`src/rtl/bip_cpu_stall_if.sv`:
```
// Memory/program bus of the stalling BIP core. The core is the master;
// the memories (or a testbench standing in for them) take the slave view.
interface bip_cpu_stall_if #(
  parameter int NB_INSTRUC = 16,
  parameter int NB_ADDR    = 11,
  parameter int NB_DATA    = 16
);
  logic [NB_INSTRUC-1:0] i_instruc;
  logic [NB_DATA-1:0]    i_data_memory;
  logic                  i_mem_ready;
  logic [NB_ADDR-1:0]    o_addr_program_mem;
  logic [NB_ADDR-1:0]    o_addr_data_mem;
  logic [NB_DATA-1:0]    o_data_memory;
  logic                  o_WrRam;
  logic                  o_RdRam;
  logic                  o_halted;
  logic [NB_DATA-1:0]    o_acc;

  modport master (
    input  i_instruc, i_data_memory, i_mem_ready,
    output o_addr_program_mem, o_addr_data_mem, o_data_memory,
    output o_WrRam, o_RdRam, o_halted, o_acc
  );

  modport slave (
    output i_instruc, i_data_memory, i_mem_ready,
    input  o_addr_program_mem, o_addr_data_mem, o_data_memory,
    input  o_WrRam, o_RdRam, o_halted, o_acc
  );
endinterface

```
`src/rtl/bip_cpu_stall.sv`:
```
// Accumulator-based BIP core with a data-memory handshake: a memory
// instruction whose access is not ready is latched and the core waits in
// MEM_WAIT, holding PC, address, strobe and store data, until ready arrives.
module bip_cpu_stall #(
  parameter int NB_INSTRUC = 16,
  parameter int NB_OPCODE  = 5,
  parameter int NB_OPERAND = 11,
  parameter int NB_ADDR    = 11,
  parameter int NB_DATA    = 16
) (
  input  logic             i_clk,
  input  logic             i_rst,
  bip_cpu_stall_if.master  bus
);

  typedef enum logic [1:0] {RUN, MEM_WAIT, HALT} state_t;

  localparam logic [NB_OPCODE-1:0] OP_HLT  = NB_OPCODE'(0);
  localparam logic [NB_OPCODE-1:0] OP_STO  = NB_OPCODE'(1);
  localparam logic [NB_OPCODE-1:0] OP_LD   = NB_OPCODE'(2);
  localparam logic [NB_OPCODE-1:0] OP_LDI  = NB_OPCODE'(3);
  localparam logic [NB_OPCODE-1:0] OP_ADD  = NB_OPCODE'(4);
  localparam logic [NB_OPCODE-1:0] OP_ADDI = NB_OPCODE'(5);
  localparam logic [NB_OPCODE-1:0] OP_SUB  = NB_OPCODE'(6);
  localparam logic [NB_OPCODE-1:0] OP_SUBI = NB_OPCODE'(7);
  localparam logic [NB_OPCODE-1:0] OP_AND  = NB_OPCODE'(8);
  localparam logic [NB_OPCODE-1:0] OP_ANDI = NB_OPCODE'(9);
  localparam logic [NB_OPCODE-1:0] OP_OR   = NB_OPCODE'(10);
  localparam logic [NB_OPCODE-1:0] OP_ORI  = NB_OPCODE'(11);
  localparam logic [NB_OPCODE-1:0] OP_XOR  = NB_OPCODE'(12);
  localparam logic [NB_OPCODE-1:0] OP_XORI = NB_OPCODE'(13);
  localparam logic [NB_OPCODE-1:0] OP_BEQZ = NB_OPCODE'(14);
  localparam logic [NB_OPCODE-1:0] OP_JMP  = NB_OPCODE'(15);

  state_t                state_q, state_d;
  logic [NB_ADDR-1:0]    pc_q, pc_d;
  logic [NB_DATA-1:0]    acc_q, acc_d;
  logic [NB_INSTRUC-1:0] instr_q, instr_d;

  logic [NB_INSTRUC-1:0] curInstr;
  logic [NB_OPCODE-1:0]  opcode;
  logic [NB_OPERAND-1:0] operand;
  logic [NB_DATA-1:0]    operandSext;
  logic [NB_DATA-1:0]    operandZext;
  logic                  isStore;
  logic                  isRead;
  logic                  busActive;

  // Decode: while waiting, the latched instruction replaces the program bus.
  always_comb begin
    curInstr    = (state_q == MEM_WAIT) ? instr_q : bus.i_instruc;
    opcode      = curInstr[NB_INSTRUC-1 -: NB_OPCODE];
    operand     = curInstr[NB_OPERAND-1:0];
    operandSext = NB_DATA'($signed(operand));
    operandZext = NB_DATA'(operand);
    isStore     = (opcode == OP_STO);
    isRead      = (opcode == OP_LD)  || (opcode == OP_ADD) || (opcode == OP_SUB) ||
                  (opcode == OP_AND) || (opcode == OP_OR)  || (opcode == OP_XOR);
    busActive   = !i_rst && (state_q != HALT);
  end

  // Bus outputs: strobes are combinational and suppressed during reset/halt.
  always_comb begin
    bus.o_addr_program_mem = pc_q;
    bus.o_addr_data_mem    = operand[NB_ADDR-1:0];
    bus.o_data_memory      = acc_q;
    bus.o_WrRam            = busActive && isStore;
    bus.o_RdRam            = busActive && isRead;
    bus.o_halted           = (state_q == HALT);
    bus.o_acc              = acc_q;
  end

  // Next-state and execute: an instruction completes unless its memory access stalls.
  always_comb begin
    state_d = state_q;
    pc_d    = pc_q;
    acc_d   = acc_q;
    instr_d = instr_q;
    case (state_q)
      HALT: begin
        state_d = HALT;
      end
      default: begin
        if (opcode == OP_HLT) begin
          state_d = HALT;
        end else if ((isStore || isRead) && !bus.i_mem_ready) begin
          state_d = MEM_WAIT;
          instr_d = curInstr;
        end else begin
          state_d = RUN;
          pc_d    = pc_q + NB_ADDR'(1);
          case (opcode)
            OP_LD:   acc_d = bus.i_data_memory;
            OP_LDI:  acc_d = operandSext;
            OP_ADD:  acc_d = acc_q + bus.i_data_memory;
            OP_ADDI: acc_d = acc_q + operandSext;
            OP_SUB:  acc_d = acc_q - bus.i_data_memory;
            OP_SUBI: acc_d = acc_q - operandSext;
            OP_AND:  acc_d = acc_q & bus.i_data_memory;
            OP_ANDI: acc_d = acc_q & operandZext;
            OP_OR:   acc_d = acc_q | bus.i_data_memory;
            OP_ORI:  acc_d = acc_q | operandZext;
            OP_XOR:  acc_d = acc_q ^ bus.i_data_memory;
            OP_XORI: acc_d = acc_q ^ operandZext;
            OP_BEQZ: begin
              if (acc_q == '0) pc_d = operand[NB_ADDR-1:0];
            end
            OP_JMP:  pc_d = operand[NB_ADDR-1:0];
            default: acc_d = acc_q;
          endcase
        end
      end
    endcase
  end

  // State registers with synchronous reset that also abandons a stalled access.
  always_ff @(posedge i_clk) begin
    if (i_rst) begin
      state_q <= RUN;
      pc_q    <= '0;
      acc_q   <= '0;
      instr_q <= '0;
    end else begin
      state_q <= state_d;
      pc_q    <= pc_d;
      acc_q   <= acc_d;
      instr_q <= instr_d;
    end
  end

endmodule

```
`src/flat_wrapper.sv`:
```
// flat-port wrapper written by rule: the top's interface ports become plain ports
module bip_cpu_stall_flat 
#(
  parameter int NB_INSTRUC = 16,
  parameter int NB_OPCODE  = 5,
  parameter int NB_OPERAND = 11,
  parameter int NB_ADDR    = 11,
  parameter int NB_DATA    = 16
)
  (i_clk, i_rst, bus_i_instruc, bus_i_data_memory, bus_i_mem_ready, bus_o_addr_program_mem, bus_o_addr_data_mem, bus_o_data_memory, bus_o_WrRam, bus_o_RdRam, bus_o_halted, bus_o_acc);
  bip_cpu_stall_if #(.NB_INSTRUC(NB_INSTRUC), .NB_ADDR(NB_ADDR), .NB_DATA(NB_DATA)) bus_i ();
  input  logic i_clk;
  input  logic i_rst;
  input wire logic [$bits(bus_i.i_instruc)-1:0] bus_i_instruc;
  input wire logic [$bits(bus_i.i_data_memory)-1:0] bus_i_data_memory;
  input wire logic [$bits(bus_i.i_mem_ready)-1:0] bus_i_mem_ready;
  output wire logic [$bits(bus_i.o_addr_program_mem)-1:0] bus_o_addr_program_mem;
  output wire logic [$bits(bus_i.o_addr_data_mem)-1:0] bus_o_addr_data_mem;
  output wire logic [$bits(bus_i.o_data_memory)-1:0] bus_o_data_memory;
  output wire logic [$bits(bus_i.o_WrRam)-1:0] bus_o_WrRam;
  output wire logic [$bits(bus_i.o_RdRam)-1:0] bus_o_RdRam;
  output wire logic [$bits(bus_i.o_halted)-1:0] bus_o_halted;
  output wire logic [$bits(bus_i.o_acc)-1:0] bus_o_acc;
  assign bus_i.i_instruc = bus_i_instruc;
  assign bus_i.i_data_memory = bus_i_data_memory;
  assign bus_i.i_mem_ready = bus_i_mem_ready;
  assign bus_o_addr_program_mem = bus_i.o_addr_program_mem;
  assign bus_o_addr_data_mem = bus_i.o_addr_data_mem;
  assign bus_o_data_memory = bus_i.o_data_memory;
  assign bus_o_WrRam = bus_i.o_WrRam;
  assign bus_o_RdRam = bus_i.o_RdRam;
  assign bus_o_halted = bus_i.o_halted;
  assign bus_o_acc = bus_i.o_acc;
  bip_cpu_stall #(.NB_INSTRUC(NB_INSTRUC), .NB_OPCODE(NB_OPCODE), .NB_OPERAND(NB_OPERAND), .NB_ADDR(NB_ADDR), .NB_DATA(NB_DATA)) u_core (.i_clk(i_clk), .i_rst(i_rst), .bus(bus_i));
endmodule
```
`config.mk`:
```
export PLATFORM = sky130hd
export DESIGN_NAME = bip_cpu_stall_flat
export DESIGN_NICKNAME = d
export VERILOG_FILES = /design/src/rtl/bip_cpu_stall_if.sv /design/src/rtl/bip_cpu_stall.sv /design/src/flat_wrapper.sv
export SDC_FILE = /design/constraint.sdc
export NUM_CORES = 1
export LEC_CHECK = 0
export ABC_AREA = 1
export ABC_CLOCK_PERIOD_IN_PS = 4100
export BUFFER_PORTS_ARGS = -buffer_cell sky130_fd_sc_hd__clkbuf_2
export CAP_MARGIN = 20
export CORE_MARGIN = 1.5
export CORE_UTILIZATION = 59
export CTS_CLUSTER_SIZE = 20
export DETAILED_ROUTE_END_ITERATION = 16
export MAX_ROUTING_LAYER = met4
export PLACE_DENSITY = 0.83
export SLEW_MARGIN = 0
export SYNTH_ARGS = -nofsm -noshare
export SYNTH_HDL_FRONTEND = slang
export SYNTH_SLANG_ARGS = --single-unit
```
`constraint.sdc`:
```
create_clock -name i_clk -period 4.1 [get_ports i_clk]
set_input_delay 0.41 -clock i_clk [delete_from_list [all_inputs] [get_ports i_clk]]
set_output_delay 0.41 -clock i_clk [all_outputs]
set_load 0.02 [all_outputs]
```
## Word level (Yosys, flattened, before mapping)

Index checks and enable logic that the tools add are counted.

- Order comparisons: 0
- Bitwise logic cells: 9
- Shift operators: 0
- Multiply operators: 0
- Equality and inequality tests: 18
- Muxes and demuxes: 7
- Divide/modulo/power cells: 0
- Reduce and logical (&&, ||, !) cells: 19
- Add/subtract/negate cells: 5

Operators with widths:

| cell | number |
|---|---|
| 16-bit one-hot mux with 12 select lines | 1 |
| 5-bit by 4-bit equality test with 1-bit output, second input constant | 8 |
| 16-bit adder | 2 |
| 16-bit subtractor | 2 |
| 11-bit one-hot mux with 2 select lines | 1 |
| 5-bit by 3-bit equality test with 1-bit output, second input constant | 4 |
| 16-bit by 11-bit AND with 16-bit output | 1 |
| 16-bit AND | 1 |
| 16-bit zero test | 1 |
| 16-bit two-way mux | 1 |
| 16-bit by 11-bit bitwise OR with 16-bit output | 1 |
| 16-bit bitwise OR | 1 |
| 16-bit by 11-bit XOR with 16-bit output | 1 |
| 16-bit XOR | 1 |
| 12-bit nonzero test | 1 |
| 11-bit by 1-bit adder with 11-bit output, second input constant | 1 |
| 11-bit two-way mux | 1 |
| 5-bit by 2-bit equality test with 1-bit output, second input constant | 2 |
| 1-bit logical OR | 6 |
| 3-bit AND reduction | 2 |
| 5-bit by 1-bit equality test with 1-bit output, second input constant | 1 |
| 5-bit zero test | 1 |
| 1-bit logical AND | 4 |
| 2-bit two-way mux | 2 |
| other kinds (8) | 11 |

- Latch bits: 0
- Register bits: 45
- Memories: 0
- Bits in read-only memories: 0
- RAM bits: 0
- Bits of input ports: 35
- Output and inout bits: 57

## Depth between registers and ports, before layout

Gate-level depths: netlist of run 1.

- Word-level depth: 13
- Mapped depth: 31

## Worst setup path after synthesis of run 1

OpenSTA, ideal clock, no wires.

- Path kind: register to register
- Start point: register u_core.state_q[0]
- End point: register u_core.acc_q[8], in the netlist u_core.bus.o_acc[8]
- Path buffers: 2
- Data required time: 3968 ps
- Cell stages (with the launch flop): 23
- Slack: 599 ps
- Library setup time: 132 ps
- Arrival time: 3368 ps
- Cells stage by stage: dfxtp_1 nand2_2 buf_6 buf_6 o21ai_1 inv_1 ha_1 or2_2 a311oi_1 ha_1 nand2_1 nand2_1 nand2_1 nand2_1 a21oi_1 o21ai_0 or2_2 nand3_1 o21ai_0 nor2_1 nand3_1 nand2_1 a21oi_1

- Elaborated cells between the ends (all ways): 35
- Classes of those cells: add/sub (2); eq/ne (15); mux (2); bitwise (6); reduce/logical (10)

RTL lines:

| element | RTL line | text |
|---|---|---|
| from (decl) | bip_cpu_stall.sv:35 | `state_t state_q, state_d;` |
| from (signal assigned) | bip_cpu_stall.sv:124 | `state_q <= state_d;` |
| 2-bit by 1-bit equality test with 1-bit output (*) | bip_cpu_stall.sv:51 | `curInstr = (state_q == MEM_WAIT) ? instr_q : bus.i_instruc;` |
| 16-bit two-way mux (*) | bip_cpu_stall.sv:51 |  |
| net u_core.curInstr[0] | bip_cpu_stall.sv:40 | `logic [NB_INSTRUC-1:0] curInstr;` |
| 16-bit subtractor / 16-bit adder (equally long branches) | bip_cpu_stall.sv:98, bip_cpu_stall.sv:96 |  |
| 16-bit one-hot mux with 12 select lines (*) | bip_cpu_stall.sv:92 | `case (opcode)` |
| to (signal assigned) | bip_cpu_stall.sv:121 | `acc_q <= '0;` |
| to (signal assigned) | bip_cpu_stall.sv:126 | `acc_q <= acc_d;` |
| to (decl) | bip_cpu_stall.sv:37 | `logic [NB_DATA-1:0] acc_q, acc_d;` |

The timed path passes the listed nets; every way through them passes the cells marked *.
A chain may end at the register's enable or synchronous reset.

## Worst setup path after layout of run 1

- Start point: register u_core.state_q[1]
- End point: register u_core.acc_q[12], in the netlist u_core.bus.o_acc[12]

- Word-level cells in the longest chain between the ends: 12
- Elaborated cells between the ends (all ways): 32
- Classes of those cells: add/sub (2); eq/ne (15); mux (2); bitwise (3); reduce/logical (10)

Ends and longest elaborated chain:

| element |
|---|
| parallel branches: the longest is 12 deep, another holds 16-bit subtractor |

Parallel ways; which one is timed is not known.

==> results of run 1 <==
[sequential cells by signal, summed over array words and instances, names as in the netlist]
| signal | flops |
|---|---|
| u_core.bus.o_acc | 16 |
| u_core.instr_q | 16 |
| u_core.state_q | 2 |
| u_core.bus.o_addr_program_mem | 11 |
[cells by family (layout without fill, tap and decap cells)]
kind of cell,Yosys count,after routing,share of synthesized area (%)
AND/OR/NAND/NOR,378,378,29.52
AO/OA/AOI/OAI,211,211,22.00
buffers and inverters,183,244,14.91
adder cells (fa/ha/maj),73,73,16.19
flip-flops,45,45,15.84
XOR/XNOR,10,10,1.540
[repair_timing]
action                                  CTS  global route
gates resized for setup                   0            15
endpoints found under the setup margin    0            10
hold buffers                              0             0
[worst max-delay path, delay by kind of cell, from the launching register on]
kind	cells	cell delay, ns
AOI/OAI and AO/OA	7	1.06
adders and majority gates	1	0.40
buffers and inverters	3	0.24
DFF	1	0.40
and+or+nand+nor	14	1.48
[path summary, 6_finish.rpt]
kind / start / to / slack [ns]
max: u_core.state_q[1]$_SDFF_PP0_ / u_core.bus.o_acc[12]$_SDFFE_PP0P_ / 0.42
min: bus_i_data_memory[1] / u_core.bus.o_acc[1]$_SDFFE_PP0P_ / 0.43
max reg2reg: u_core.state_q[1]$_SDFF_PP0_ / u_core.bus.o_acc[12]$_SDFFE_PP0P_ / 0.42
min reg2reg: u_core.instr_q[9]$_SDFFE_PP0P_ / u_core.instr_q[9]$_SDFFE_PP0P_ / 0.46
[Yosys cell counts, types with 8 or more instances]
master,instances
a211oi_1,8
buf_4,30
clkbuf_1,8
o22ai_1,14
nand2_1,193
inv_1,117
a21oi_1,64
nor3_1,21
ha_1,72
nand3_1,44
nand4_1,8
dfxtp_1,45
inv_2,13
nand2_2,9
xor2_1,8
o21ai_0,68
o21ai_1,10
nor2_1,73
a31oi_1,9
[power by group]
part | switching (W) | internal [W] | total, W
Sequential | 0.0000842 | 0.000487 | 0.000572
Combinational | 0.000608 | 0.000308 | 0.000916
Clock | 0.000182 | 0.000184 | 0.000366
Total | 0.000875 | 0.000979 | 0.00185
[layer usage]
metal	up-vias	wire, um	track usage [%]	share of wire [%]
met5	-	0	-	0
met4	0	567	11.97	3.2
met2	341	7807	55.60	45
met3	57	1718	4.486	9.8
met1	2816	7418	48.31	42
li1	3103	-	-	-
[layout by cell type (no fill, tap or decap), types with 3 or more instances in the layout]
master | netlist | final
a21oi_1 | 64 | 62
o21ai_2 | 4 | 4
a22o_1 | 3 | 3
o21ai_1 | 10 | 10
nand2_2 | 9 | 12
a31oi_1 | 9 | 9
clkbuf_2 | 0 | 91
clkbuf_8 | 0 | 5
o21ai_0 | 68 | 68
nor2_1 | 73 | 71
nand2_4 | 5 | 5
a311oi_1 | 4 | 4
or2_2 | 5 | 5
o22ai_1 | 14 | 14
nand3_1 | 44 | 44
o211ai_1 | 3 | 3
inv_4 | 1 | 3
o221ai_1 | 4 | 4
a21oi_2 | 2 | 4
buf_4 | 30 | 12
xor2_1 | 8 | 8
nand2_1 | 193 | 189
inv_2 | 13 | 12
a211oi_1 | 8 | 8
nor4_1 | 7 | 7
o2111ai_1 | 3 | 3
inv_1 | 117 | 116
nor3_1 | 21 | 21
nor2_2 | 6 | 8
ha_1 | 72 | 72
dfxtp_1 | 45 | 44
nand4_1 | 8 | 8
[final cells by class]
type                    count  area [sq um]
clock inverters             2         38.79
flip-flops and latches     45         904.6
repair buffers            103         545.5
fillers                   873          3079
clock buffers               6         72.57
well taps                 129         161.4
multi-input cells         672          3975
inverters                 133         506.7
[stage by stage]
step	worst slack, ns	hold slack [ns]	setup TNS [ns]
finish	0.4162	0.4291	0
global route	-0.02115	0.4413	-0.02612
CTS	0.1870	0.4146	0
detailed placement	0.2355	0.4486	0
global placement	0.3103	0.4400	0
floorplan	0.5995	0.4235	0
==> results.md, run 1 <==
- DR vias/cell: between 5 and 6
- CP most frequent cell: nand2_1
- Final setup vio count: 0
- Synth top area share: between 10% and 20%
- Starting Density: 61.27%
- Vias in the first global route: 5589
- Placed Area: between 0.006 and 0.007 sq mm
- Crit Path Category: register to register
- Fin cells: about 1100
- Max incr delay on CP: ~0.40 ns
- Total Power: 0.001853 W
- Synth Register Bits: 45
- R2R depth: 25
- Layout Cell Area excl Fill: ~0.0062 sq mm
- Total die area: 0.01024 sq mm
- Total Wirelength: about 18000 um
- Clock skew: 0.01415 ns
- Worst Path Max Fanout: 20
- Inserted Clock Buffers: 5
- Wire length per cell: 16.07 um
- Max Clk Rate: 271.5 MHz
- Row cnt: 35
- Cell Area, Synth: 0.005688 sq mm
- Post-CTS Setup Inserts: 0
- Syn Inst Count: 900
- Power density cells: 298.7 mW/mm^2
- All-Layer GR Usage: 35.85%
- Clk_lat worst skew: between 0.3 and 0.4 ns
- Slew @ Worst Pin: 1.071 ns
- Post-layout util: 66.83%
- Initial antenna violation count: 0
- Leakage: ~3.1 nW
- Final Cycle Share: 89.85%
- Register area share after synthesis: ~16%
- Critical path's slowest cell: dfxtp_1
- Port bufs: 91
- Root buf cell: clkbuf_8
- Slew margin rel.: 28.52%
- Critical Path Sink Type: register
- Vias: 6317
- Synth Warn #: 0
- Drc violations: 0
- Largest net degree at the start of global routing: 35
- WP data required: between 4 and 5 ns
- Peak supply drop: 0.1886 mV
- Yosys cell types: 52
- Hold Path Stages: 3
- Die H: between 100 and 150 um
- Syn_nets: just over 1000
- Placed cell count: 1082
- Final Critical Period: 3.684 ns
- WP data arrival: a little under 4 ns
- Max-slew violations: 0
- Clk sinks: 45
- Area growth, synth to finish: 9.085%
- Hold Violations, Final: 0
- Status: completed
- Io pins: 92
- Hold Path Class: primary input to register
- MaxCap Viol Count: 0
- Starting DRC count in detailed routing: 637
- Ys async rst share: 0%
- Global-route wire length before repair: 27960 um
- Share of cells above drive strength 1: around 18%
- CTS tree: built
- GRT overflow: 0
- CTS clk-pin slew, worst paths: 0.11 ns
- CP Launch Type: register
- Top post-synthesis cells by area: dfxtp_1 16%, ha_1 16%, nand2_1 13%
- Post-synth top flop: dfxtp_1
- DP HPWL: 13090 um
- Clock buffer depth: 2
- Nets: 1068
- CORE AREA: 0.009284 sq mm
- Syn avg cell area: 6.320 sq um
- Antenna violation net count after detailed routing: 0
- Depth of the CTS H-tree: 2
- Gpl congestion: 1.044
- Yosys top cell by area: dfxtp_1
- ANT cells: 0
- Number of flops mapped to enable cells by yosys: 0
- First-pass detailed-route iteration total: 6
- Die width: 101.2 um
Note: power is estimated with default switching activity, not from simulation.
==> run 2: changes to the inputs <==
Settings changed: PLACE_DENSITY 0.83 to 0.92.
==> results.md, run 2 (synthesized netlist as in run 1, its figures left out) <==
- Status: completed
- Largest net degree at the start of global routing: 35 (unchanged)
- Final Critical Period: 3.821 ns (+0.1376 ns)
- Crit Path Category: register to register
- Row cnt: 35 (unchanged)
- All-Layer GR Usage: 36.17% (+0.32 points)
- Wire length per cell: 16.43 um (+2.3%)
- Root buf cell: clkbuf_8
- Nets: 1064 (-0.37%)
- Drc violations: 0 (unchanged)
- Gpl congestion: 1.013 (-2.9%)
- Worst Min Path Start: bus_i_data_memory[2]
- Post-layout util: 66.15% (-0.69 points)
- Clock buffer depth: 2 (unchanged)
- First-pass detailed-route iteration total: 6 (unchanged)
- Worst Path Max Fanout: 12 (-40%)
- CP Launch Type: register
- Commonest non-fill, non-tap cell in the layout: nand2_1
- Filler instances: 844 (-3.3%)
- Critical path's slowest cell: dfxtp_2
- Port bufs: 91 (unchanged)
- Vias: 6457 (+2.2%)
- CORE AREA: 0.009284 sq mm (unchanged)
- WP data arrival: 4.04 ns (+0.15 ns)
- Share of cells above drive strength 1: 17.35% (-0.66 points)
- Power density cells: 293.6 mW/mm^2 (-1.7%)
- Critical R2R Launch: u_core.state_q[0]$_SDFF_PP0_
- Die width: 101.2 um (unchanged)
- Starting Density: 61.27% (unchanged)
- Slew @ Worst Pin: 1.053 ns (-0.01785 ns)
- Critical path cell sequence: buf_4 > inv_1 > nor2_1 > nand2_1 > nand2_4 > nand2_2 > inv_2 > nand2_1 > inv_1 > nand2_1 > a32o_1 > ha_1 > inv_1 > o21bai_1 > a21oi_2 > inv_1 > a21oi_1 > o21ai_0 > nand2_1 > nand2_1 > o21ai_0 > nor3_1 > nor2_1
- Max incr delay on CP: 0.40 ns (about the same)
- Placed Area: 0.006018 sq mm (-0.50%)
- Critical Path End: u_core.bus.o_acc[12]$_SDFFE_PP0P_
- Setup crit start: u_core.state_q[0]$_SDFF_PP0_
- WP data required: 4.32 ns (about the same)
- CTS clk-pin slew, worst paths: 0.11 ns (about the same)
- Layout Cell Area excl Fill: 0.006141 sq mm (-1.0%)
- Worst reg-to-reg setup slack: 0.28 ns (-0.14 ns)
- Leakage: 3.022 nW (-1.3%)
- Total die area: 0.01024 sq mm (unchanged)
- DP HPWL: 13140 um (+0.40%)
- Critical Path Sink Type: register
- RSZ-0062 raised after global routing: true
- Global-route wire length before repair: 28320 um (+1.3%)
- Starting DRC count in detailed routing: 834 (+31%)
- Max-slew violations: 0 (unchanged)
- MaxCap Viol Count: 0 (unchanged)
- Initial antenna violation count: 0 (unchanged)
- Io pins: 92 (unchanged)
- Area growth, synth to finish: 7.963%
- Max Clk Rate: 261.7 MHz (-3.6%)
- ANT cells: 0 (unchanged)
- Placed cell count: 1078 (-0.37%)
- Clk sinks: 45 (unchanged)
- Most frequent cells in the layout: 191 x nand2_1, 116 x inv_1, 91 x clkbuf_2
- Antenna violation net count after detailed routing: 0 (unchanged)
- Final Cycle Share: 93.20% (+3.4 points)
- Peak supply drop: 0.1871 mV (-0.80%)
- DR vias/cell: 5.946 (+2.6%)
- Reg-to-reg critical path endpoint: u_core.bus.o_acc[12]$_SDFFE_PP0P_
- Slew margin rel.: 29.71% (+1.2 points)
- Inserted Clock Buffers: 5 (unchanged)
- Final setup vio count: 0 (unchanged)
- Die H: 101.2 um (unchanged)
- Vias in the first global route: 5980 (+7.0%)
- Fin cells: 1086 (-0.37%)
- Total Power: 0.001803 W (-2.7%)
- CTS tree: built
- Total Wirelength: 17840 um (+1.9%)
- Hold Path Class: primary input to register
- R2R depth: 23 (-8.0%)
- CP most frequent cell: nand2_1
- Post-CTS Setup Inserts: 0 (unchanged)
- Clk_lat worst skew: 0.33 ns (about the same)
- Depth of the CTS H-tree: 2 (unchanged)
- GRT overflow: 0 (unchanged)
- Clock skew: 0.01245 ns (-0.001700 ns)
- Hold Violations, Final: 0 (unchanged)
[run 2: worst max-delay path, delay by kind of cell, from the launching register on]
kind                       cells  cell delay (ns)
AOI/OAI and AO/OA              6             0.98
buffers and inverters          6             0.74
and+or+nand+nor               10             1.23
adders and majority gates      1             0.35
DFF                            1             0.40
[run 2: cell type report]
type	instances	area, sq um	share of cell area, %
Clock inverter	2	15.01	0.2445
Clock buffer	6	72.57	1.182
Tap cell	129	161.4	2.628
Inverter	133	504.2	8.211
Multi-Input combinational cell	672	3970	64.65
Timing Repair Buffer	99	515.5	8.394
Sequential cell	45	902.1	14.69
[run 2: how the worst min path moves through the flow]
stage | end | slack, ns | cells after the start
finish | u_core.bus.o_acc[2]$_SDFFE_PP0P_ | 0.39 | 3
global route | u_core.bus.o_acc[2]$_SDFFE_PP0P_ | 0.42 | 3
CTS | u_core.bus.o_acc[2]$_SDFFE_PP0P_ | 0.41 | 3
detailed placement | u_core.instr_q[9]$_SDFFE_PP0P_ | 0.45 | 2
global placement | u_core.instr_q[9]$_SDFFE_PP0P_ | 0.44 | 2
floorplan | u_core.instr_q[15]$_SDFFE_PP0P_ | 0.42 | 2
[run 2: where the power goes]
group	switching (W)	total (W)	internal, W	leakage, nW
Clock	0.000194	0.000315	0.000121	0.0374
Combinational	0.000612	0.000914	0.000303	2.62
Sequential	0.0000854	0.000573	0.000488	0.369
[run 2: what timing repair did]
item	CTS	global route
resized for setup	0	12
hold buffers	0	0
setup endpoints to repair	0	9
[run 2: layer usage]
| layer | global-route usage (%) | part of all wire (%) | vias up |
|---|---|---|---|
| met2 | 56.01 | 45 | 432 |
| met4 | 17.52 | 3.9 | 0 |
| met3 | 6.487 | 11 | 70 |
| met5 | - | 0 | - |
| li1 | - | - | 3088 |
| met1 | 45.51 | 40 | 2867 |
[run 2: per-stage QoR]
stage / setup slack (ns) / hold slack, ns / setup TNS [ns]
2_1_floorplan: 0.5995 / 0.4235 / 0
3_3_place_gp: 0.3063 / 0.4409 / 0
3_5_place_dp: 0.2672 / 0.4456 / 0
4_1_cts: 0.2133 / 0.4063 / 0
5_1_grt: -0.01275 / 0.4177 / -0.01719
6_report: 0.2786 / 0.3896 / 0
